==> src/rtl/rc5_session_ctrl_if.sv <==
// rtl/rc5_session_ctrl_if.sv - host/key/expander/engine/result signal bundle for rc5_session_ctrl
interface rc5_session_ctrl_if #(
  parameter int W        = 32,
  parameter int B        = 16,
  parameter int B_LENGTH = $clog2(B),
  parameter int CNT_W    = 16
);
  logic                iKeyValid;
  logic [7:0]          iKeyByte;
  logic                oKeyReady;
  logic                oKey_we;
  logic [B_LENGTH-1:0] oKey_addr;
  logic [7:0]          oKey_data;
  logic                oExpStart;
  logic                iExpDone;
  logic                oS_sel;
  logic                iRekey;
  logic                iInValid;
  logic                oInReady;
  logic [W-1:0]        iA;
  logic [W-1:0]        iB;
  logic                iDecrypt;
  logic                oEngStart;
  logic [W-1:0]        oEngA;
  logic [W-1:0]        oEngB;
  logic                oEngDecrypt;
  logic                iEngDone;
  logic [W-1:0]        iEngA;
  logic [W-1:0]        iEngB;
  logic                oOutValid;
  logic                iOutReady;
  logic [W-1:0]        oA;
  logic [W-1:0]        oB;
  logic [CNT_W-1:0]    oBlockCount;
  logic                oKeyLoaded;

  modport master (
    output iKeyValid, iKeyByte, iExpDone, iRekey, iInValid, iA, iB, iDecrypt,
           iEngDone, iEngA, iEngB, iOutReady,
    input  oKeyReady, oKey_we, oKey_addr, oKey_data, oExpStart, oS_sel, oInReady,
           oEngStart, oEngA, oEngB, oEngDecrypt, oOutValid, oA, oB, oBlockCount, oKeyLoaded
  );

  modport slave (
    input  iKeyValid, iKeyByte, iExpDone, iRekey, iInValid, iA, iB, iDecrypt,
           iEngDone, iEngA, iEngB, iOutReady,
    output oKeyReady, oKey_we, oKey_addr, oKey_data, oExpStart, oS_sel, oInReady,
           oEngStart, oEngA, oEngB, oEngDecrypt, oOutValid, oA, oB, oBlockCount, oKeyLoaded
  );
endinterface

==> src/rtl/rc5_session_ctrl.sv <==
// rtl/rc5_session_ctrl.sv - RC5 session sequencer: key load, expansion, block service
module rc5_session_ctrl #(
  parameter int W        = 32,
  parameter int B        = 16,
  parameter int B_LENGTH = $clog2(B),
  parameter int CNT_W    = 16
) (
  input logic               clk,
  input logic               rst,
  rc5_session_ctrl_if.slave bus
);

  typedef enum logic [2:0] {
    KEY_LOAD, EXP_START, EXP_WAIT, SETTLE, IDLE, RUN, OUT
  } state_t;

  state_t              state, state_nxt;
  logic [B_LENGTH-1:0] key_cnt;
  logic                settle_cnt;
  logic                key_fire, in_fire, rekey_take, settle_done, exp_done, eng_done, out_fire;

  always_ff @(posedge clk) begin
    if (!rst) state <= KEY_LOAD;
    else      state <= state_nxt;
  end

  always_comb begin
    state_nxt     = state;
    key_fire      = 1'b0;
    in_fire       = 1'b0;
    rekey_take    = 1'b0;
    settle_done   = 1'b0;
    exp_done      = 1'b0;
    eng_done      = 1'b0;
    out_fire      = 1'b0;
    bus.oKeyReady = 1'b0;
    bus.oKey_we   = 1'b0;
    bus.oKey_addr = key_cnt;
    bus.oKey_data = 8'h00;
    bus.oExpStart = 1'b0;
    bus.oInReady  = 1'b0;
    case (state)
      KEY_LOAD: begin
        bus.oKeyReady = 1'b1;
        bus.oKey_we   = bus.iKeyValid;
        bus.oKey_data = bus.iKeyByte;
        key_fire      = bus.iKeyValid;
        if (key_fire && key_cnt == B_LENGTH'(B - 1)) state_nxt = EXP_START;
      end
      EXP_START: begin
        bus.oExpStart = 1'b1;
        state_nxt     = EXP_WAIT;
      end
      EXP_WAIT: begin
        // Only levels seen after the start pulse count; a stale done is never sampled here.
        exp_done = bus.iExpDone;
        if (exp_done) state_nxt = SETTLE;
      end
      SETTLE: begin
        if (settle_cnt) begin
          settle_done = 1'b1;
          state_nxt   = IDLE;
        end
      end
      IDLE: begin
        bus.oInReady = 1'b1;
        if (bus.iRekey) begin
          rekey_take = 1'b1;
          state_nxt  = KEY_LOAD;
        end else if (bus.iInValid) begin
          in_fire   = 1'b1;
          state_nxt = RUN;
        end
      end
      RUN: begin
        eng_done = bus.iEngDone;
        if (eng_done) state_nxt = OUT;
      end
      OUT: begin
        out_fire = bus.iOutReady;
        if (out_fire) state_nxt = IDLE;
      end
      default: state_nxt = KEY_LOAD;
    endcase
  end

  always_ff @(posedge clk) begin
    if (!rst) begin
      key_cnt         <= '0;
      settle_cnt      <= 1'b0;
      bus.oS_sel      <= 1'b0;
      bus.oKeyLoaded  <= 1'b0;
      bus.oEngStart   <= 1'b0;
      bus.oEngA       <= W'(0);
      bus.oEngB       <= W'(0);
      bus.oEngDecrypt <= 1'b0;
      bus.oOutValid   <= 1'b0;
      bus.oA          <= W'(0);
      bus.oB          <= W'(0);
      bus.oBlockCount <= CNT_W'(0);
    end else begin
      bus.oEngStart <= in_fire;
      if (key_fire)
        key_cnt <= (key_cnt == B_LENGTH'(B - 1)) ? '0 : key_cnt + 1'b1;
      // S-RAM port A moves to the engine as soon as the expander reports done.
      if (exp_done) begin
        bus.oS_sel <= 1'b1;
        settle_cnt <= 1'b0;
      end
      if (state == SETTLE) settle_cnt <= 1'b1;
      if (settle_done) begin
        bus.oKeyLoaded  <= 1'b1;
        bus.oBlockCount <= CNT_W'(0);
      end
      if (rekey_take) begin
        bus.oKeyLoaded <= 1'b0;
        bus.oS_sel     <= 1'b0;
      end
      if (in_fire) begin
        bus.oEngA       <= bus.iA;
        bus.oEngB       <= bus.iB;
        bus.oEngDecrypt <= bus.iDecrypt;
      end
      if (eng_done) begin
        bus.oA        <= bus.iEngA;
        bus.oB        <= bus.iEngB;
        bus.oOutValid <= 1'b1;
      end
      if (out_fire) begin
        bus.oOutValid   <= 1'b0;
        bus.oBlockCount <= bus.oBlockCount + CNT_W'(1);
      end
    end
  end

endmodule

==> src/flat_wrapper.sv <==
// flat-port wrapper written by rule: the top's interface ports become plain ports
module rc5_session_ctrl_flat 
#(
  parameter int W        = 32,
  parameter int B        = 16,
  parameter int B_LENGTH = $clog2(B),
  parameter int CNT_W    = 16
)
  (clk, rst, bus_iKeyValid, bus_iKeyByte, bus_iExpDone, bus_iRekey, bus_iInValid, bus_iA, bus_iB, bus_iDecrypt, bus_iEngDone, bus_iEngA, bus_iEngB, bus_iOutReady, bus_oKeyReady, bus_oKey_we, bus_oKey_addr, bus_oKey_data, bus_oExpStart, bus_oS_sel, bus_oInReady, bus_oEngStart, bus_oEngA, bus_oEngB, bus_oEngDecrypt, bus_oOutValid, bus_oA, bus_oB, bus_oBlockCount, bus_oKeyLoaded);
  rc5_session_ctrl_if #(.W(W), .B(B), .B_LENGTH(B_LENGTH), .CNT_W(CNT_W)) bus_i ();
  input logic clk;
  input logic rst;
  input wire logic [$bits(bus_i.iKeyValid)-1:0] bus_iKeyValid;
  input wire logic [$bits(bus_i.iKeyByte)-1:0] bus_iKeyByte;
  input wire logic [$bits(bus_i.iExpDone)-1:0] bus_iExpDone;
  input wire logic [$bits(bus_i.iRekey)-1:0] bus_iRekey;
  input wire logic [$bits(bus_i.iInValid)-1:0] bus_iInValid;
  input wire logic [$bits(bus_i.iA)-1:0] bus_iA;
  input wire logic [$bits(bus_i.iB)-1:0] bus_iB;
  input wire logic [$bits(bus_i.iDecrypt)-1:0] bus_iDecrypt;
  input wire logic [$bits(bus_i.iEngDone)-1:0] bus_iEngDone;
  input wire logic [$bits(bus_i.iEngA)-1:0] bus_iEngA;
  input wire logic [$bits(bus_i.iEngB)-1:0] bus_iEngB;
  input wire logic [$bits(bus_i.iOutReady)-1:0] bus_iOutReady;
  output wire logic [$bits(bus_i.oKeyReady)-1:0] bus_oKeyReady;
  output wire logic [$bits(bus_i.oKey_we)-1:0] bus_oKey_we;
  output wire logic [$bits(bus_i.oKey_addr)-1:0] bus_oKey_addr;
  output wire logic [$bits(bus_i.oKey_data)-1:0] bus_oKey_data;
  output wire logic [$bits(bus_i.oExpStart)-1:0] bus_oExpStart;
  output wire logic [$bits(bus_i.oS_sel)-1:0] bus_oS_sel;
  output wire logic [$bits(bus_i.oInReady)-1:0] bus_oInReady;
  output wire logic [$bits(bus_i.oEngStart)-1:0] bus_oEngStart;
  output wire logic [$bits(bus_i.oEngA)-1:0] bus_oEngA;
  output wire logic [$bits(bus_i.oEngB)-1:0] bus_oEngB;
  output wire logic [$bits(bus_i.oEngDecrypt)-1:0] bus_oEngDecrypt;
  output wire logic [$bits(bus_i.oOutValid)-1:0] bus_oOutValid;
  output wire logic [$bits(bus_i.oA)-1:0] bus_oA;
  output wire logic [$bits(bus_i.oB)-1:0] bus_oB;
  output wire logic [$bits(bus_i.oBlockCount)-1:0] bus_oBlockCount;
  output wire logic [$bits(bus_i.oKeyLoaded)-1:0] bus_oKeyLoaded;
  assign bus_i.iKeyValid = bus_iKeyValid;
  assign bus_i.iKeyByte = bus_iKeyByte;
  assign bus_i.iExpDone = bus_iExpDone;
  assign bus_i.iRekey = bus_iRekey;
  assign bus_i.iInValid = bus_iInValid;
  assign bus_i.iA = bus_iA;
  assign bus_i.iB = bus_iB;
  assign bus_i.iDecrypt = bus_iDecrypt;
  assign bus_i.iEngDone = bus_iEngDone;
  assign bus_i.iEngA = bus_iEngA;
  assign bus_i.iEngB = bus_iEngB;
  assign bus_i.iOutReady = bus_iOutReady;
  assign bus_oKeyReady = bus_i.oKeyReady;
  assign bus_oKey_we = bus_i.oKey_we;
  assign bus_oKey_addr = bus_i.oKey_addr;
  assign bus_oKey_data = bus_i.oKey_data;
  assign bus_oExpStart = bus_i.oExpStart;
  assign bus_oS_sel = bus_i.oS_sel;
  assign bus_oInReady = bus_i.oInReady;
  assign bus_oEngStart = bus_i.oEngStart;
  assign bus_oEngA = bus_i.oEngA;
  assign bus_oEngB = bus_i.oEngB;
  assign bus_oEngDecrypt = bus_i.oEngDecrypt;
  assign bus_oOutValid = bus_i.oOutValid;
  assign bus_oA = bus_i.oA;
  assign bus_oB = bus_i.oB;
  assign bus_oBlockCount = bus_i.oBlockCount;
  assign bus_oKeyLoaded = bus_i.oKeyLoaded;
  rc5_session_ctrl #(.W(W), .B(B), .B_LENGTH(B_LENGTH), .CNT_W(CNT_W)) u_core (.clk(clk), .rst(rst), .bus(bus_i));
endmodule
==> config.mk <==
export PLATFORM = sky130hd
export DESIGN_NAME = rc5_session_ctrl_flat
export DESIGN_NICKNAME = d
export VERILOG_FILES = /design/src/rtl/rc5_session_ctrl_if.sv /design/src/rtl/rc5_session_ctrl.sv /design/src/flat_wrapper.sv
export SDC_FILE = /design/constraint.sdc
export NUM_CORES = 1
export LEC_CHECK = 0
export CAP_MARGIN = 10
export CORE_MARGIN = 2
export CORE_UTILIZATION = 44
export CTS_BUF_LIST = sky130_fd_sc_hd__clkbuf_2
export CTS_CLUSTER_DIAMETER = 100
export DETAILED_ROUTE_END_ITERATION = 7
export PLACE_DENSITY = 0.88
export SYNTH_ARGS = -nofsm -noshare
export SYNTH_HDL_FRONTEND = slang
export SYNTH_SLANG_ARGS = --single-unit
==> constraint.sdc <==
create_clock -name clk -period 2.3 [get_ports clk]
set_clock_uncertainty 0.1 [all_clocks]
set_input_delay 0.575 -clock clk [delete_from_list [all_inputs] [get_ports clk]]
set_output_delay 0.575 -clock clk [all_outputs]
set_load 0.05 [all_outputs]
**Word-level counts from Yosys, hierarchy flattened**

Index checks and enable logic that the tools add are counted.

- Flip-flop bits (word level): 157
- Latch bits: 0
- Bits in writable memories: 0
- ROM bits: 0
- Input bits: 145
- Output and inout bits: 165
- Word-level logic and storage cells: 64
- Memories kept: 0

- Add/sub/neg operators: 2
- $mul: 0
- Div/mod/pow operators: 0
- Magnitude comparators: 0
- Equality and inequality tests: 13
- Shift-type cells: 0
- Mux-type cells: 28
- Bitwise gates (word level): 1
- Reductions and logical operators: 7

Operator list:

| operator | number |
|---|---|
| $mux W16 | 2 |
| $mux W3 | 7 |
| $pmux W3 S7 | 1 |
| $add A16 B1 Y16 const B | 1 |
| $mux W1 | 16 |
| $eq A3 B3 Y1 const B | 3 |
| $mux W8 | 1 |
| $eq A3 B2 Y1 const B | 2 |
| $ne A2 B2 Y1 const B | 3 |
| $reduce_and A6 Y1 | 1 |
| $add A4 B1 Y4 const B | 1 |
| $eq A4 B4 Y1 const B | 1 |
| $mux W4 | 1 |
| $ne A2 B1 Y1 const B | 2 |
| $reduce_bool A2 Y1 | 2 |
| $reduce_or A2 Y1 | 2 |
| $eq A3 B1 Y1 const B | 1 |
| $logic_not A3 Y1 | 1 |
| $ne A3 B3 Y1 const B | 1 |
| $logic_and A1 B1 Y1 | 1 |
| $not A1 Y1 | 1 |

**Depth between registers and ports, before layout**

Gate-level depths: netlist of the first run.

- Word-level depth: 4
- Depth in mapped cells: 7
- Gate-level depth less buffers: 5

**Worst setup path before layout of the first run**

Ideal clock, no wire load.

- Path kind: register to output
- From: register u_core.state[0]
- To: output bus_oKey_data[0]
- Arrival: 1814 ps
- Required time: 1625 ps
- Setup slack: -189 ps
- Stages on the path, launching flop included: 5
- Buffers on the path: 2
- Path through: dfxtp_1 -> buf_6 -> nor3_4 -> clkbuf_1 -> and2_1

- Word-level cells in the longest chain between the ends: 2

RTL lines:

| element | RTL line | text |
|---|---|---|
| start: declaration | rc5_session_ctrl.sv:17 | `state_t state, state_nxt;` |
| start signal: assignment | rc5_session_ctrl.sv:24 | `else state <= state_nxt;` |
| $logic_not A3 Y1 | rc5_session_ctrl.sv:42 | `case (state)` |
| $mux W8 | rc5_session_ctrl.sv:42 |  |
| end: declaration | flat_wrapper.sv:28 | `output wire logic [$bits(bus_i.oKey_data)-1:0] bus_oKey_data;` |

No other way between the ends.

**Worst setup path in the final report of the first run**

- From: register u_core.state[2]
- To: output bus_oKey_data[0]

The elaborated chain is that of the path after synthesis.

==> flow_summary_export.csv, run 1 <==
group,metric,value,unit
power_and_ir_drop,p_int,3.82,mW
sta,finalHoldViolCount,0,
setup_path,critPathArrivalTime,1.81,ns
clocking,cts_buffers,17,
setup_path,startpoint,"u_core.state[2]$_SDFFE_PN0P_",
route,drt_first_pass_iters,5,
status,status,"finished, violations left",
synth,ys_seq_area_frac,0.525,
route,num_vias,6223,
synth,ys.flop_type,"dfxtp_1",
power_and_ir_drop,swShare,0.225,
clocking,clock_path_buffers,2,
setup_path,slowest_delay,0.40,ns
power_and_ir_drop,power.density,497,nW/µm²
global_route,grt_util_all_layers,0.254,
route,first_iter_violations,433,
clocking,cts_sinks,157,
setup_path,path_class,"flop to output port",
setup_path,cp-end-kind,"output port",
setup_path,critPathLaunchType,"flop",
placement,post-place-ws,0.0535,ns
sta,relSlewSlack,0.681,
cells_and_area,final_cells,1234,
cells_and_area,fin_util,0.750,
die,die_h,121,µm
route,drc,0,
sta,whs,0.262,ns
global_route,grt_start_max_net_pins,67,
clocking,clkSlewWorstSetupHoldPaths,0.22,ns
power_and_ir_drop,clkPwrFrac,0.358,
clocking,insertion_delay,0.71,ns
cells_and_area,area_delta_synth_final,65.9,%
die,ios,310,
cells_and_area,fillers,924,
placement,numPlacedInstances,1192,
power_and_ir_drop,combPwrFrac,0.089,
clocking,postCtsHoldBufs,0,
sta,finalSetupViolCount,12,
setup_path,cpMaxStageDelayCell,"dfxtp_4",
die,rows,42,
global_route,grt_first_pass_wirelength,29200,µm
route,wl_per_cell,15.5,µm
synth,synth.top_cell.area_share,0.525,
power_and_ir_drop,pwr-share-seq,0.554,
cells_and_area,drive_gt1_frac,0.244,
placement,dpl.hpwl,13500,µm
cells_and_area,num_antenna_cells,0,
synth,ys_warn_count,0,
die,die_area,14600,µm²
sta,grt_setup_unrepaired,"true",
route,antenna_left,0,
power_and_ir_drop,vdd_drop_max,0.405,mV
die,initial_utilization,0.452,
sta,fmax,0.402,GHz
clocking,cts_max_level,4,
global_route,grt_overflow,0,
min_path,worstHoldPathType,"input port to flop",
synth,synthesis.nets,882,
sta,layout_setup_ws,-0.190,ns
global_route,grt_pass1_vias,5866,
synth,synth_seq_cells,157,
placement,io_buffers,309,
die,core-area,13200,µm²
synth,async_flop_share,0,
clocking,cts_tree,"done",
synth,syn_area,5980,µm²
synth,ys_types,51,
setup_path,path_cells,"nor3_4, buf_6, and2_4, buf_12",
route,wirelength,19100,µm
status,violations,"negative setup slack",
synth,synth_top_area_cell,"dfxtp_1",
power_and_ir_drop,p_leak,3.59,nW
sta,period_share,1.08,
sta,period_needed,2.49,ns
synth,ys_top_cells_by_area,"dfxtp_1 (53%), nand2_1 (17%), a21oi_1 (11%), buf_6 (1.3%), clkbuf_1 (1.3%)",
setup_path,r2r_start,"u_core.state[0]$_SDFFE_PN0P_",
die,die_w,121,µm
sta,drv_slew,0,
sta,worst_pin_slew,0.479,ns
clocking,cts-root-buf,"clkbuf_2",
min_path,min-delay-start,"bus_iB[6]",
cells_and_area,final_nets,1192,
placement,gp_congestion,0.830,
global_route,antenna_found_initial,0,
power_and_ir_drop,p_switching,1.11,mW
setup_path,path_max_fanout,5,
synth,synth_edf_count,0,
synth,syn-instance-count,735,
route,viasPerCell,5.04,
job,max-cap-violations,0,
setup_path,worstPathRequired,1.62,ns
synth,syn_area_per_cell,8.14,µm²
-- per-layer routing --
layer,vias to the layer above,track usage,routed length (µm)
li1,3045,-,-
met1,2874,0.280,7210
met2,258,0.450,9720
met3,46,0.0835,1560
met4,0,0.0996,587
met5,-,0,0
-- path summary, 6_finish.rpt --
kind / end / slack, ns / depth (start not counted)
worst max-delay path: bus_oKey_data[0] / -0.19 / 4
worst min-delay path: u_core.bus.oEngB[6]$_SDFFE_PN0P_ / 0.26 / 3
worst max register to register: u_core.bus.oEngB[17]$_SDFFE_PN0P_ / 0.21 / 8
worst min register to register: u_core.bus.oA[0]$_SDFFE_PN0P_ / 0.37 / 2
-- power by group through the flow --
stage | registers, mW | clock network (mW) | logic, mW
6_report | 2.73 | 1.76 | 0.436
5_1_grt | 2.73 | 1.92 | 0.458
4_1_cts | 2.73 | 1.80 | 0.433
3_5_place_dp | 2.79 | 0 | 0.421
3_3_place_gp | 2.79 | 0 | 0.418
2_1_floorplan | 2.80 | 0 | 0.0855
-- logic make-up (layout without fill, tap and decap cells) --
family	count (synthesis)	count (layout)	share of synthesized area
muxes	5	5	0.00878
xor gates and xnor gates	5	5	0.00732
buffers and inverters	55	378	0.0514
adders and majority gates	2	2	0.00418
DFF	157	157	0.525
AOI/OAI and AO/OA	162	162	0.144
and+or+nand+nor	349	349	0.259
-- layout make-up --
type / count / area (µm²) / share of cell area
Timing Repair Buffer: 342 / 3660 / 0.368
Sequential cell: 157 / 3160 / 0.318
Multi-Input combinational cell: 523 / 2580 / 0.260
Tap cell: 176 / 220 / 0.0222
Clock inverter: 14 / 199 / 0.0200
Clock buffer: 18 / 90.1 / 0.00907
Inverter: 4 / 20.0 / 0.00202
-- state kept, by name, indices dropped and copies added, names as in the netlist --
name and cells:
u_core.bus.oEngDecrypt 1, u_core.bus.oB 32, u_core.bus.oEngB 32, u_core.settle_cnt 1, u_core.bus.oKeyLoaded 1, u_core.bus.oEngA 32
u_core.bus.oEngStart 1, u_core.bus.oKey_addr 4, u_core.bus.oS_sel 1, u_core.state 3, u_core.bus.oOutValid 1, u_core.bus.oA 32
u_core.bus.oBlockCount 16
-- repair_timing --
action | 4_1_cts | 5_1_grt
setup endpoints to repair | 157 | 24
gates cloned | 0 | 0
resized for setup | 472 | 20
setup buffers | 8 | 3
pin swaps | 11 | 2
-- synth_stat cells (2+ instances only) --
cell type and count:
a21o_1 2, a21oi_1 137, a22oi_1 2, a311oi_1 2, a31oi_1 3, and2_1 11
and3_1 5, and4_1 2, buf_2 15, buf_4 8, buf_6 7, clkbuf_1 21
dfxtp_1 157, ha_1 2, inv_1 4, mux2i_1 3, nand2_1 275, nand3_1 9
nand3b_1 2, nand4_1 4, nand4b_2 2, nor2_1 17, nor2b_1 3, nor3_1 2
nor3b_1 3, nor4_4 2, o21ai_0 7, or3_1 2, xnor2_1 2, xor2_1 3
-- layout by cell type, fill, tap and decap left out, types with 5 or more instances in the layout --
cell type and count:
a21oi_1 137, and2_4 8, buf_12 20, buf_2 12, buf_4 29, bufinv_16 5
clkbuf_2 18, clkdlybuf4s15_2 131, clkdlybuf4s50_1 144, dfxtp_1 151, nand2_1 274, nand3_1 8
nor2_1 17, o21ai_0 7
-- per-stage QoR --
step	total power [mW]	setup TNS [ns]	area, µm²
after global routing	5.11	-3.41	9930
after global placement	3.20	0	9390
after CTS	4.97	-2.73	9940
after detailed placement	3.21	0	9390
final	4.93	-1.89	9930
after floorplan	2.88	0	5990
-- critical path, delay by kind of cell, from the launching register on --
family,cells,cell delay (ns)
DFF,1,0.40
and+or+nand+nor,2,0.40
buffers and inverters,2,0.30
Note: power is estimated with default switching activity, not from simulation.
==> run 2, diff against run 1 <==
TNS_END_PERCENT = 30   (was unset)
==> run 2 against run 1 <==
  * The flow still finishes with violations (negative setup slack)
  * Clock power barely moved
  * Sequential share of layout area about the same
  * Register-to-register slack better by 0.09 ns
  * Count of clock-buffer cells in the layout unchanged
  * Design area is 0.16% lower
  * Core utilization fell by 0.12 points
  * Critical path depth unchanged
  * Combinational power hardly changed
  * First-iteration DRC count fell by 3.5%
  * Total power fell by 0.12%
  * Global-route usage about the same
  * Routed wire length shrank 0.49%
  * Critical path type unchanged
  * Critical endpoint unchanged
==> flow_summary_export.csv, run 2 (synthesis gave the netlist of run 1 again) <==
group,metric,value,unit
cells_and_area,final_cell_mix,"nand2_1 (274), dfxtp_1 (151), clkdlybuf4s50_1 (144), a21oi_1 (137), clkdlybuf4s15_2 (131)",
die,core-area,13200,µm²
cells_and_area,final_area,9910,µm²
global_route,grt_overflow,0,
cells_and_area,fin_util,0.748,
sta,finalSetupViolCount,12,
clocking,cts_max_level,4,
setup_path,cpMaxStageDelayCell,"dfxtp_4",
power_and_ir_drop,clkPwrFrac,0.357,
route,viasPerCell,5.02,
placement,post-place-ws,0.0535,ns
sta,fmax,0.403,GHz
global_route,antenna_found_initial,0,
route,antenna_left,0,
die,die_area,14600,µm²
placement,io_buffers,309,
setup_path,startpoint,"u_core.state[2]$_SDFFE_PN0P_",
power_and_ir_drop,pwr-share-seq,0.554,
cells_and_area,fillers,925,
placement,dpl.hpwl,13500,µm
clocking,cts_sinks,157,
global_route,grt_util_all_layers,0.254,
die,ios,310,
route,drc,0,
die,die_w,121,µm
cells_and_area,area_delta_synth_final,65.6,%
global_route,grt_pass1_vias,5883,
setup_path,worstPathRequired,1.62,ns
setup_path,r2r_start,"u_core.state[1]$_SDFFE_PN0P_",
sta,period_share,1.08,
clocking,cts_tree,"done",
status,violations,"negative setup slack",
sta,worst_pin_slew,0.476,ns
setup_path,critPathLaunchType,"flop",
sta,layout_setup_ws,-0.180,ns
route,wl_per_cell,15.4,µm
clocking,cts_buffers,17,
route,wirelength,19000,µm
placement,post_dp_cell_area,9390,µm²
die,die_h,121,µm
power_and_ir_drop,swShare,0.224,
setup_path,r2r_end,"u_core.bus.oEngB[17]$_SDFFE_PN0P_",
cells_and_area,mostFrequentLayoutCell,"nand2_1",
setup_path,cp-end-kind,"output port",
status,status,"finished, violations left",
die,initial_utilization,0.452,
setup_path,path_class,"flop to output port",
power_and_ir_drop,power.density,497,nW/µm²
route,first_iter_violations,418,
power_and_ir_drop,combPwrFrac,0.088,
cells_and_area,drive_gt1_frac,0.242,
route,num_vias,6175,
power_and_ir_drop,vdd_drop_max,0.407,mV
sta,finalHoldViolCount,0,
setup_path,endpoint,"bus_oKey_data[0]",
cells_and_area,num_antenna_cells,0,
placement,numPlacedInstances,1192,
clocking,clkSlewWorstSetupHoldPaths,0.21,ns
job,max-cap-violations,0,
cells_and_area,final_cells,1231,
sta,grt_setup_unrepaired,"true",
global_route,grt_start_max_net_pins,67,
setup_path,rrSetupSlack,0.30,ns
sta,tns,-1.78,ns
setup_path,slowest_delay,0.40,ns
clocking,clock_path_buffers,2,
die,rows,42,
power_and_ir_drop,p_int,3.82,mW
setup_path,path_cells,"nor3_4, buf_6, and2_4, buf_12",
placement,gp_congestion,0.830,
setup_path,path_max_fanout,5,
sta,relSlewSlack,0.682,
global_route,grt_first_pass_wirelength,29200,µm
power_and_ir_drop,p_leak,3.57,nW
sta,period_needed,2.48,ns
setup_path,cp_num_cells,4,
cells_and_area,final_nets,1189,
clocking,cts-root-buf,"clkbuf_2",
min_path,worstHoldPathType,"input port to flop",
setup_path,timing.critical_path.buf_inv,2,
setup_path,rr_worst_depth,7,
power_and_ir_drop,p_switching,1.10,mW
sta,drv_slew,0,
route,drt_first_pass_iters,5,
setup_path,cp_top_family,"flip-flops",
clocking,insertion_delay,0.71,ns
setup_path,critPathArrivalTime,1.80,ns
## run 2: layout make-up
class | instances | area, µm² | share of cell area
Multi-Input combinational cell | 523 | 2580 | 0.261
Sequential cell | 157 | 3160 | 0.318
Timing Repair Buffer | 339 | 3640 | 0.368
Clock buffer | 18 | 90.1 | 0.00909
Clock inverter | 14 | 199 | 0.0201
Inverter | 4 | 20.0 | 0.00202
Tap cell | 176 | 220 | 0.0222
## run 2: worst min-delay path by stage
stage	from	end	slack (ns)	cells past startpoint
2_1_floorplan	u_core.settle_cnt$_SDFFE_PN0P_	u_core.settle_cnt$_SDFFE_PN0P_	0.41	2
3_3_place_gp	u_core.bus.oKeyLoaded$_SDFFE_PP0P_	u_core.bus.oKeyLoaded$_SDFFE_PP0P_	0.33	2
3_5_place_dp	u_core.bus.oKeyLoaded$_SDFFE_PP0P_	u_core.bus.oKeyLoaded$_SDFFE_PP0P_	0.34	2
4_1_cts	bus_iB[6]	u_core.bus.oEngB[6]$_SDFFE_PN0P_	0.20	3
5_1_grt	bus_iA[5]	u_core.bus.oEngA[5]$_SDFFE_PN0P_	0.20	3
6_report	bus_iEngB[24]	u_core.bus.oB[24]$_SDFFE_PN0P_	0.27	3
## run 2: power groups by stage
stage / Clock [mW] / Combinational (mW) / Sequential [mW]
after global placement: 0 / 0.418 / 2.79
after CTS: 1.80 / 0.433 / 2.73
after global routing: 1.92 / 0.457 / 2.73
final: 1.76 / 0.435 / 2.73
after floorplan: 0 / 0.0855 / 2.80
after detailed placement: 0 / 0.421 / 2.79
## run 2: what timing repair did
action,in CTS,in global routing
pin swaps,11,1
hold buffers,0,0
setup buffers,8,0
resized for setup,471,22
setup endpoints to repair,157,24
## run 2: worst min-delay path: cells and delay by family
| family | cells | cell delay, ns |
|---|---|---|
| AOI/OAI and AO/OA | 1 | 0.05 |
| buffers and inverters | 1 | 0.40 |
| and+or+nand+nor | 1 | 0.05 |
## run 2: layer usage
metal  vias up  global-route usage  wire (µm)
li1       3040                   -          -
met1      2848               0.279       7260
met2       241               0.451       9620
met3        46              0.0830       1510
met4         0              0.0996        593
met5         -                   0          0
## run 2: stage by stage
step / hold WS, ns / power (mW)
finish: 0.273 / 4.92
global route: 0.195 / 5.11
CTS: 0.196 / 4.97
detailed placement: 0.343 / 3.21
global placement: 0.335 / 3.20
floorplan: 0.408 / 2.88
==> run 3, diff against run 2 <==
SETUP_SLACK_MARGIN = 0.1   (was unset)
==> run 3 against run 2 <==
  * The flow still finishes with violations (negative setup slack)
  * First-iteration DRC count is 0.96% lower
  * Design area is 8.0% lower
  * Setup slack worse by 0.054 ns
  * Die area stayed put
  * Clock power is 10% lower
  * Total power is 3.8% lower
  * Critical path depth stayed put
==> flow_summary_export.csv, run 3 (synthesis gave the netlist of run 1 again) <==
group,metric,value,unit
route,num_vias,6129,
setup_path,cpMaxStageDelayCell,"dfxtp_2",
global_route,grt_pass1_vias,5870,
sta,layout_setup_ws,-0.233,ns
die,die_h,121,µm
cells_and_area,final_nets,1184,
setup_path,worstPathRequired,1.62,ns
status,violations,"negative setup slack",
route,wl_per_cell,15.2,µm
cells_and_area,drive_gt1_frac,0.236,
sta,finalSetupViolCount,12,
cells_and_area,multi_input_area,2560,µm²
global_route,antenna_found_initial,1,
die,initial_utilization,0.452,
die,rows,42,
clocking,clock_path_buffers,2,
sta,grt_setup_unrepaired,"true",
setup_path,critPathArrivalTime,1.86,ns
die,core-area,13200,µm²
route,drc,0,
setup_path,slowest_delay,0.39,ns
die,ios,310,
setup_path,path_cells,"nor3_4, buf_6, and2_4, buf_12",
setup_path,cp_num_cells,4,
setup_path,path_max_fanout,7,
route,viasPerCell,5.01,
setup_path,cp-end-kind,"output port",
status,status,"finished, violations left",
route,drt_first_pass_iters,5,
cells_and_area,seqCellArea,3160,µm²
cells_and_area,fin_util,0.689,
sta,fmax,0.395,GHz
setup_path,path_class,"flop to output port",
clocking,cts-root-buf,"clkbuf_2",
sta,relSlewSlack,0.694,
clocking,postCtsHoldBufs,0,
cells_and_area,area_delta_synth_final,52.4,%
sta,worst_pin_slew,0.459,ns
route,first_iter_violations,414,
placement,dpl.hpwl,13300,µm
sta,period_needed,2.53,ns
cells_and_area,fillers,1111,
sta,finalHoldViolCount,0,
clocking,cts_tree,"done",
global_route,grt_util_all_layers,0.247,
placement,gp_congestion,0.846,
die,die_area,14600,µm²
global_route,grt_start_max_net_pins,67,
cells_and_area,final_cell_mix,"nand2_1 (275), dfxtp_1 (147), clkdlybuf4s50_1 (144), a21oi_1 (137), buf_2 (109)",
global_route,grt_overflow,0,
clocking,cts_sinks,157,
setup_path,cp_top_family,"simple AND/OR/NAND/NOR gates",
clocking,clkSlewWorstSetupHoldPaths,0.21,ns
setup_path,critPathLaunchType,"flop",
cells_and_area,mostFrequentLayoutCell,"nand2_1",
setup_path,timing.critical_path.buf_inv,2,
min_path,worstHoldPathType,"input port to flop",
setup_path,rr_worst_depth,6,
placement,io_buffers,309,
power_and_ir_drop,power.density,520,nW/µm²
die,die_w,121,µm
min_path,holdPathStages,3,
placement,post-place-ws,0.0837,ns
sta,period_share,1.10,
job,max-cap-violations,0,
clocking,cts_buffers,17,
power_and_ir_drop,vdd_drop_max,0.337,mV
sta,drv_slew,0,
clocking,insertion_delay,0.69,ns
route,wirelength,18600,µm
route,antenna_left,0,
power_and_ir_drop,p_leak,3.72,nW
clocking,cts_max_level,4,
global_route,grt_first_pass_wirelength,28400,µm
-- run 3: timing repair --
action | in CTS | in global routing
buffers inserted | 3 | 0
resized for setup | 506 | 205
setup endpoints to repair | 160 | 127
gates cloned | 0 | 0
pin swaps | 8 | 1
-- run 3: per-stage QoR --
step	total power [mW]	std cells	cell area (µm²)	setup TNS, ns	hold WS (ns)
2_1_floorplan	2.88	735	5990	0	0.408
3_3_place_gp	3.20	1191	9360	0	0.335
3_5_place_dp	3.21	1191	9360	0	0.346
4_1_cts	4.78	1223	9690	-2.92	0.224
5_1_grt	4.91	1224	9120	-3.66	0.232
6_report	4.74	1224	9120	-2.43	0.290
-- run 3: report_power, final --
part           internal, mW  switching (mW)
Combinational         0.278           0.149
Clock                 0.692           0.891
Sequential             2.73         0.00347
-- run 3: layout make-up --
type,count,share of cell area
Clock buffer,19,0.0104
Clock inverter,10,0.0163
Tap cell,176,0.0241
Timing Repair Buffer,334,0.320
Inverter,4,0.00192
Sequential cell,157,0.347
Multi-Input combinational cell,523,0.281
Antenna cell,1,0.000274
-- run 3: tightest hold or removal path: stages --
cell,delay [ns]
clkdlybuf4s50_1,0.40
nand2_1,0.05
a21oi_1,0.05
-- run 3: layer usage --
layer	GRT usage	wire, µm
met5	0	0
met4	0.113	613
met3	0.0821	1660
met2	0.430	9360
met1	0.271	6960
-- run 3: final timing paths --
path                                                        start                           endpoint  slack [ns]
worst min register to register  u_core.bus.oEngB[13]$_SDFFE_PN0P_  u_core.bus.oEngB[13]$_SDFFE_PN0P_        0.36
worst max-delay path                 u_core.state[1]$_SDFFE_PN0P_                   bus_oKey_data[7]       -0.23
worst min-delay path                                   bus_iA[28]  u_core.bus.oEngA[28]$_SDFFE_PN0P_        0.29
worst max register to register       u_core.state[1]$_SDFFE_PN0P_   u_core.bus.oEngB[4]$_SDFFE_PN0P_        0.43
